### config.mk
export PLATFORM = sky130hd
export DESIGN_NAME = dmem_responder
export DESIGN_NICKNAME = d
export VERILOG_FILES = /design/src/rtl/mips_mem_pkg.sv /design/src/rtl/dmem_ram.sv /design/src/rtl/dmem_responder.sv
export SDC_FILE = /design/constraint.sdc
export NUM_CORES = 2
export LEC_CHECK = 0
export BUFFER_PORTS_ARGS = -buffer_cell sky130_fd_sc_hd__buf_4
export CAP_MARGIN = 25
export CELL_PAD_IN_SITES_DETAIL_PLACEMENT = 1
export CELL_PAD_IN_SITES_GLOBAL_PLACEMENT = 1
export CORE_MARGIN = 10
export CORE_UTILIZATION = 56
export CTS_BUF_LIST = sky130_fd_sc_hd__clkbuf_2 sky130_fd_sc_hd__clkbuf_4 sky130_fd_sc_hd__clkbuf_8
export CTS_CLUSTER_DIAMETER = 120
export DETAILED_ROUTE_END_ITERATION = 10
export GPL_TIMING_DRIVEN = 0
export PLACE_DENSITY = 0.88
export SYNTH_ARGS = -nofsm -noshare
export SYNTH_HDL_FRONTEND = slang
export SYNTH_SLANG_ARGS = --single-unit
### constraint.sdc
create_clock -name clk -period 5.3 [get_ports clk]
set_clock_uncertainty 0.05 [all_clocks]
set_input_delay 0.795 -clock clk [delete_from_list [all_inputs] [get_ports clk]]
set_output_delay 0.795 -clock clk [all_outputs]
set_load 0.05 [all_outputs]
### src/rtl/mips_mem_pkg.sv
// Shared definitions for the MIPS data-memory responder and its benches.
// Holds the responder FSM encoding, address/data widths and signature defaults.
// No logic; pure types and constants.
package mips_mem_pkg;

    localparam int WORD_W      = 32;
    localparam int BYTE_ADDR_W = 32;
    localparam int WORD_IDX_W  = BYTE_ADDR_W - 2;

    // Default store-signature constants (byte addresses / data value)
    localparam logic [BYTE_ADDR_W-1:0] DEF_SIG_ADDR     = 32'd84;
    localparam logic [WORD_W-1:0]      DEF_SIG_DATA     = 32'd7;
    localparam logic [BYTE_ADDR_W-1:0] DEF_SCRATCH_ADDR = 32'd80;

    typedef enum logic [1:0] {
        S_IDLE = 2'd0,
        S_WAIT = 2'd1,
        S_RESP = 2'd2
    } mem_state_t;

endpackage

### src/rtl/dmem_ram.sv
// Single-port word RAM backing the data-memory responder.
// Read data registered one cycle after the address; write on the same edge.
// No flow control and no reset: contents survive responder reset.
module dmem_ram
    import mips_mem_pkg::*;
#(
    parameter int DEPTH     = 64,
    parameter     INIT_FILE = "",
    localparam int AW       = (DEPTH > 1) ? $clog2(DEPTH) : 1
) (
    input  logic              clk,
    input  logic              we,
    input  logic [AW-1:0]     addr,
    input  logic [WORD_W-1:0] wdata,
    output logic [WORD_W-1:0] rdata
);

    logic [WORD_W-1:0] mem [DEPTH];

    // Synchronous write and registered read (read returns pre-write data)
    always_ff @(posedge clk) begin
        if (we) mem[addr] <= wdata;
        rdata <= mem[addr];
    end

endmodule

### src/rtl/dmem_responder.sv
// Data-memory responder with wait states and an embedded store-signature checker.
// Latency: ready pulses LATENCY cycles after the accepting edge; one request per LATENCY+1 cycles.
// Backpressure: req is held until ready; req is ignored while a request is in flight.
module dmem_responder
    import mips_mem_pkg::*;
#(
    parameter int                      DEPTH        = 64,
    parameter int                      LATENCY      = 2,
    parameter logic [BYTE_ADDR_W-1:0]  SIG_ADDR     = DEF_SIG_ADDR,
    parameter logic [WORD_W-1:0]       SIG_DATA     = DEF_SIG_DATA,
    parameter logic [BYTE_ADDR_W-1:0]  SCRATCH_ADDR = DEF_SCRATCH_ADDR,
    parameter                          INIT_FILE    = ""
) (
    input  logic                   clk,
    input  logic                   reset,
    input  logic                   req,
    input  logic                   we,
    input  logic [BYTE_ADDR_W-1:0] addr,
    input  logic [WORD_W-1:0]      wdata,
    output logic [WORD_W-1:0]      rdata,
    output logic                   ready,
    output logic                   err,
    output logic                   pass,
    output logic                   fail,
    output logic [15:0]            write_count
);

    localparam int AW = (DEPTH > 1) ? $clog2(DEPTH) : 1;

    mem_state_t        state;
    logic [3:0]        cnt;
    logic [AW-1:0]     idx_q;
    logic              we_q;
    logic              bad_q;

    logic              bad_now;
    logic              accept;
    logic              ram_we;
    logic [AW-1:0]     ram_addr;
    logic [WORD_W-1:0] ram_q;

    // Misaligned or beyond-the-array accesses are answered with err and touch nothing
    always_comb begin
        bad_now  = (addr[1:0] != 2'b00) || ({2'b00, addr[31:2]} >= 32'(DEPTH));
        accept   = (state == S_IDLE) && req;
        ram_we   = accept && we && !bad_now;
        // Present the live address while idle so the read starts at acceptance
        ram_addr = (state == S_IDLE) ? addr[AW+1:2] : idx_q;
    end

    dmem_ram #(
        .DEPTH     (DEPTH),
        .INIT_FILE (INIT_FILE)
    ) u_ram (
        .clk   (clk),
        .we    (ram_we),
        .addr  (ram_addr),
        .wdata (wdata),
        .rdata (ram_q)
    );

    // Request FSM with registered ready/err/rdata, store counter and sticky signature flags
    always_ff @(posedge clk or negedge reset) begin
        if (!reset) begin
            state       <= S_IDLE;
            cnt         <= 4'd0;
            idx_q       <= '0;
            we_q        <= 1'b0;
            bad_q       <= 1'b0;
            ready       <= 1'b0;
            err         <= 1'b0;
            rdata       <= '0;
            pass        <= 1'b0;
            fail        <= 1'b0;
            write_count <= 16'd0;
        end else begin
            ready <= 1'b0;
            err   <= 1'b0;
            case (state)
                S_IDLE: begin
                    if (req) begin
                        idx_q <= addr[AW+1:2];
                        we_q  <= we;
                        bad_q <= bad_now;
                        cnt   <= 4'(LATENCY - 1);
                        state <= (LATENCY == 1) ? S_RESP : S_WAIT;
                        if (we && !bad_now) begin
                            if (write_count != 16'hFFFF) write_count <= write_count + 16'd1;
                            // First flag to set wins; the other stays low until reset
                            if (addr == SIG_ADDR && wdata == SIG_DATA) begin
                                if (!fail) pass <= 1'b1;
                            end else if (addr != SCRATCH_ADDR) begin
                                if (!pass) fail <= 1'b1;
                            end
                        end
                    end
                end
                S_WAIT: begin
                    cnt <= cnt - 4'd1;
                    if (cnt <= 4'd1) state <= S_RESP;
                end
                S_RESP: begin
                    state <= S_IDLE;
                    ready <= 1'b1;
                    err   <= bad_q;
                    // Store responses leave the last load data in place
                    if (bad_q)      rdata <= '0;
                    else if (!we_q) rdata <= ram_q;
                end
                default: state <= S_IDLE;
            endcase
        end
    end

endmodule

==> results of run 1 <==
==> synth_stat cells, types with 14 or more instances <==
library cell	number	share of area
nor2_1	112	0.0053
a22o_1	78	0.0086
or4_1	27	0.0026
mux2i_1	87	0.011
nor3_1	21	0.0013
o21ai_0	48	0.0030
nand4_1	19	0.0015
buf_1	18	0.00085
clkbuf_1	102	0.0048
a222oi_1	226	0.029
a21oi_1	150	0.0095
buf_4	34	0.0032
dfrtp_1	66	0.021
mux2_2	147	0.021
a31o_2	14	0.0015
nand3_1	32	0.0020
dfxtp_1	32	0.0081
a211oi_1	17	0.0016
o211ai_1	36	0.0034
nor4_1	26	0.0021
buf_2	118	0.0075
edfxtp_1	2048	0.78
a22oi_1	248	0.023
a221oi_1	90	0.0099
nand2_1	316	0.015
a31oi_1	146	0.012
==> routing by layer <==
metal | GRT overflow | track usage
met2 | 43 | 0.860
met4 | 30 | 0.691
met3 | 11 | 0.736
met1 | 13 | 0.733
met5 | 0 | 0.638
==> stage by stage <==
step / worst slack (ns) / util / instance area (um2) / instances
3_3_place_gp: -3.61 / 0.589 / 82500 / 6396
2_1_floorplan: 0.675 / - / 79200 / 4403
4_1_cts: 0.00430 / 0.659 / 92200 / 7144
3_5_place_dp: -1.10 / 0.606 / 84900 / 6497
==> cell families after synthesis <==
logic type | Yosys count | share of synthesized area
AO/OA/AOI/OAI | 1119 | 0.109
XOR/XNOR | 14 | 0.00155
adder cells (fa/ha/maj) | 3 | 0.000474
buffers and inverters | 285 | 0.0173
flip-flops | 2146 | 0.805
multiplexers | 236 | 0.0323
AND/OR/NAND/NOR | 600 | 0.0344
==> timing repair <==
| item | 4_1_cts |
|---|---|
| endpoints found under the hold margin | 34 |
| buffers inserted | 68 |
| pin swaps | 34 |
| setup endpoints to repair | 1843 |
| hold buffers | 3 |
| gates resized for setup | 26 |
==> results.toml, run 1 <==
[status]
status = "aborted with a tool error"
stop_stage = "global routing"
error = "[ERROR GRT-0232] Routing congestion too high. Check the congestion heatmap in the GUI."

[place]
gp_congestion = 0.960
portBuffers = 117
dp_hpwl_mm = 216

[clock_tree]
numCtsBuffers = 334
cts_max_path_buffers = 4
cts_max_level = 5
clock_sinks = 2146
root_buffer = "clkbuf_8"

[sta]
grt_repair_worst_endpoint = "u_ram.mem[24][3]$_DFFE_PP_/DE"
worst_path_end_type = "register data pin"

[die]
ios = 120
num_rows = 137
dieWidth_um = 396
initial_core_util = 0.566
die_h_um = 396

[synth]
netlist_area_um2 = 79200
avgSynthCellArea_um2 = 18.0
synth-edff-count = 2048
ys_seq_area_frac = 0.805
ys.flop_type = "edfxtp_1"
async_reset_ff_frac = 0.0308
ys_types = 76
synthesis.instances = 4403
synth_nets = 4474
ys_ff_latch = 2146
yosysWarnings = 0

[grt]
antenna_found_initial = 133
grt_usage = 0.762
gr-total-overflow = 97
grt_max_degree = 66
==> run 2, diff against run 1 <==
Settings changed: CELL_PAD_IN_SITES_DETAIL_PLACEMENT 1 to unset, CELL_PAD_IN_SITES_GLOBAL_PLACEMENT 1 to unset, CORE_UTILIZATION 56 to 40, CTS_BUF_LIST sky130_fd_sc_hd__clkbuf_2 sky130_fd_sc_hd__clkbuf_4 sky130_fd_sc_hd__clkbuf_8 to unset, CTS_CLUSTER_DIAMETER 120 to unset, PLACE_DENSITY 0.88 to unset, PLACE_DENSITY_LB_ADDON set to 0.15.
==> run 2 against run 1 <==
Effect of this change: the flow now finishes, with violations (max-slew violations, negative setup slack); synthesized cell count is the same; area after synthesis is the same.
==> results.toml, run 2 <==
[synth]
ys_types = 76
ys_top_cells_by_area = "edfxtp_1 (78%), a222oi_1 (2.9%), a22oi_1 (2.3%)"
synth_top_cell_by_area = "edfxtp_1"
ys.flop_type = "edfxtp_1"
avgSynthCellArea_um2 = 18.0
yosysWarnings = 0
yosysMostFrequentCell = "edfxtp_1"
ys_ff_latch = 2146
ys_seq_area_frac = 0.805
netlist_area_um2 = 79200
synth_top_area_share = 0.776
async_reset_ff_frac = 0.0308
synthTopCellsByCount = "edfxtp_1 (2048), nand2_1 (316), a22oi_1 (248), a222oi_1 (226), a21oi_1 (150)"
synth-edff-count = 2048
synthesis.instances = 4403
synth_nets = 4474

[critical_path]
crit_end = "u_ram.rdata[25]$_DFF_P_"
start_kind = "flop"
path_max_fanout = 10
rrSetupSlack_ns = -0.1
r2r_start = "state[1]$_DFFE_PN0P_"
path_class = "reg -> reg"
reg2reg_depth = 10
cp.required_ns = 5.92
worstSetupEndpointType = "flop"
cp_data_arrival_time_ns = 6.01
r2r_end = "u_ram.rdata[25]$_DFF_P_"
startpoint = "state[1]$_DFFE_PN0P_"

[sta]
period_share = 1.02
worst_pin_slew_ns = 1.55
min_period_ns = 5.40
fmax_mhz = 185
slew_headroom = -0.0335
setup_ws_ns = -0.0955
drv_slew = 1
hold_ws_ns = 0.181
finalHoldViolCount = 0
setup_viol = 4

[grt]
antenna_found_initial = 30
gr-total-overflow = 0
grt_usage = 0.278
grt_first_pass_wirelength_mm = 413
grt_max_degree = 66
grt_pass1_vias = 46778

[detailed_routing]
drt-total-wl_mm = 311
first_iter_violations = 9447
drt_first_pass_iters = 7
drc = 0
vias = 49624
wl_per_cell_um = 39.8
via_per_inst = 6.36
ant_nets = 0

[die]
dieArea_um2 = 216000
die_h_um = 465
num_rows = 163
initial_core_util = 0.402
dieWidth_um = 465
ios = 120
core-area_um2 = 197000

[cells_and_area]
nets = 5030
instances_no_fill = 7802
top_regs = "u_ram.mem: 2048 flops, rdata: 32 flops, u_ram.rdata: 32 flops"
final_common_cell = "edfxtp_1"
layout_common_cells = "edfxtp_1 (2048), nand2_1 (315), a22oi_1 (248)"
largest_reg_flops = 2048
regMostFlops = "u_ram.mem"
syn_to_final_growth_pct = 19.7
fillers = 16435
drive_gt1_frac = 0.211

[clock_tree]
clk_pin_slew_ns = 0.06
cts_max_path_buffers = 3
clock_sinks = 2146
cts_max_level = 4
numCtsBuffers = 219
insertion_delay_ns = 0.88
cts_tree = "yes"
root_buffer = "clkbuf_16"

[status]
status = "finished, violations left"
violations = "max-slew violations, negative setup slack"

[place]
dp_hpwl_mm = 206
portBuffers = 117
placed_cells = 7286
gp_congestion = 0.899

[power]
p_per_area_nw_per_um2 = 531
ir_drop_v = 0.000367
p_leak_nw = 30.2

[worst_hold_path]
holdCritPathClass = "in -> reg"
hp-start = "addr[6]"

[flow_run]
drv_cap = 0
[run 2: cell counts after synthesis]
No cell type changed its count.
[run 2: report_power, final]
part	total, W	internal [W]	leakage (nW)	switching [W]
sequential	0.0191	0.0189	19.5	0.000254
combinational	0.0156	0.00428	7.14	0.0113
clock	0.0157	0.00889	3.55	0.00677
[run 2: per-stage QoR]
| step | TNS, ns | setup WS (ns) | power (W) | util | cell area [um2] |
|---|---|---|---|---|---|
| detailed placement | -851.71 | -1.14 | 0.0344 | 0.438 | 86300 |
| CTS | 0 | 0.0243 | 0.0499 | 0.480 | 94600 |
| global route | -0.0402 | -0.0402 | 0.0513 | 0.481 | 94800 |
| global placement | -7652.18 | -4.66 | 0.0339 | 0.423 | 83400 |
| floorplan | 0 | 0.675 | 0.0265 | - | 79200 |
| finish | -0.204 | -0.0955 | 0.0504 | 0.481 | 94800 |
[run 2: per-layer routing]
layer / track usage / up-vias / part of all wire
li1: - / 19543 / -
met1: 0.378 / 25835 / 0.38
met2: 0.411 / 3590 / 0.43
met3: 0.0743 / 648 / 0.13
met4: 0.144 / 8 / 0.061
met5: 0 / - / 0.00018
[run 2: worst min path at each step]
stage,endpoint,slack (ns),depth (start not counted)
final,idx_q[4]$_DFFE_PN0P_,0.18,2
after global routing,idx_q[4]$_DFFE_PN0P_,0.17,2
after CTS,idx_q[4]$_DFFE_PN0P_,0.14,2
after detailed placement,rdata[25]$_DFFE_PN0P_,0.38,1
after global placement,rdata[12]$_DFFE_PN0P_,0.38,1
after floorplan,rdata[0]$_DFFE_PN0P_,0.38,1
[run 2: critical path: stages, from the launching register on]
cell and delay, ns:
dfrtp_1 0.45, buf_6 0.18, nor2_1 0.54, mux2i_2 0.31, clkbuf_1 0.42, nand2_1 0.24
buf_2 0.40, clkbuf_1 0.90, a31oi_1 0.34, nor4b_1 0.99, nand4b_1 0.33
[run 2: cell type report]
class	count	area, um2	share of cell area
Inverter	10	37.5	0.000396
Multi-Input combinational cell	1973	14700	0.155
Clock inverter	133	1360	0.0143
Buffer	271	1330	0.0140
Timing Repair Buffer	338	4380	0.0461
Tap cell	2640	3300	0.0348
Sequential cell	2146	63800	0.673
Antenna cell	8	20.0	0.000211
Clock buffer	283	5910	0.0624
[run 2: cells by family after synthesis]
family          count (synthesis)  synth area share
fa+ha+maj                       3          0.000474
mux                           236            0.0323
compound gates               1119             0.109
buf+inv                       285            0.0173
flops                        2146             0.805
simple gates                  600            0.0344
xor+xnor                       14           0.00155
[run 2: repair_timing]
action / CTS / global route
gates cloned: 1 / 0
pin swaps: 45 / 4
buffers inserted: 77 / 6
endpoints found under the setup margin: 1621 / 48
hold endpoints to repair: 24 / 0
gates resized for setup: 12 / 14
hold buffers: 1 / 0
(Power assumes the default switching activity.)
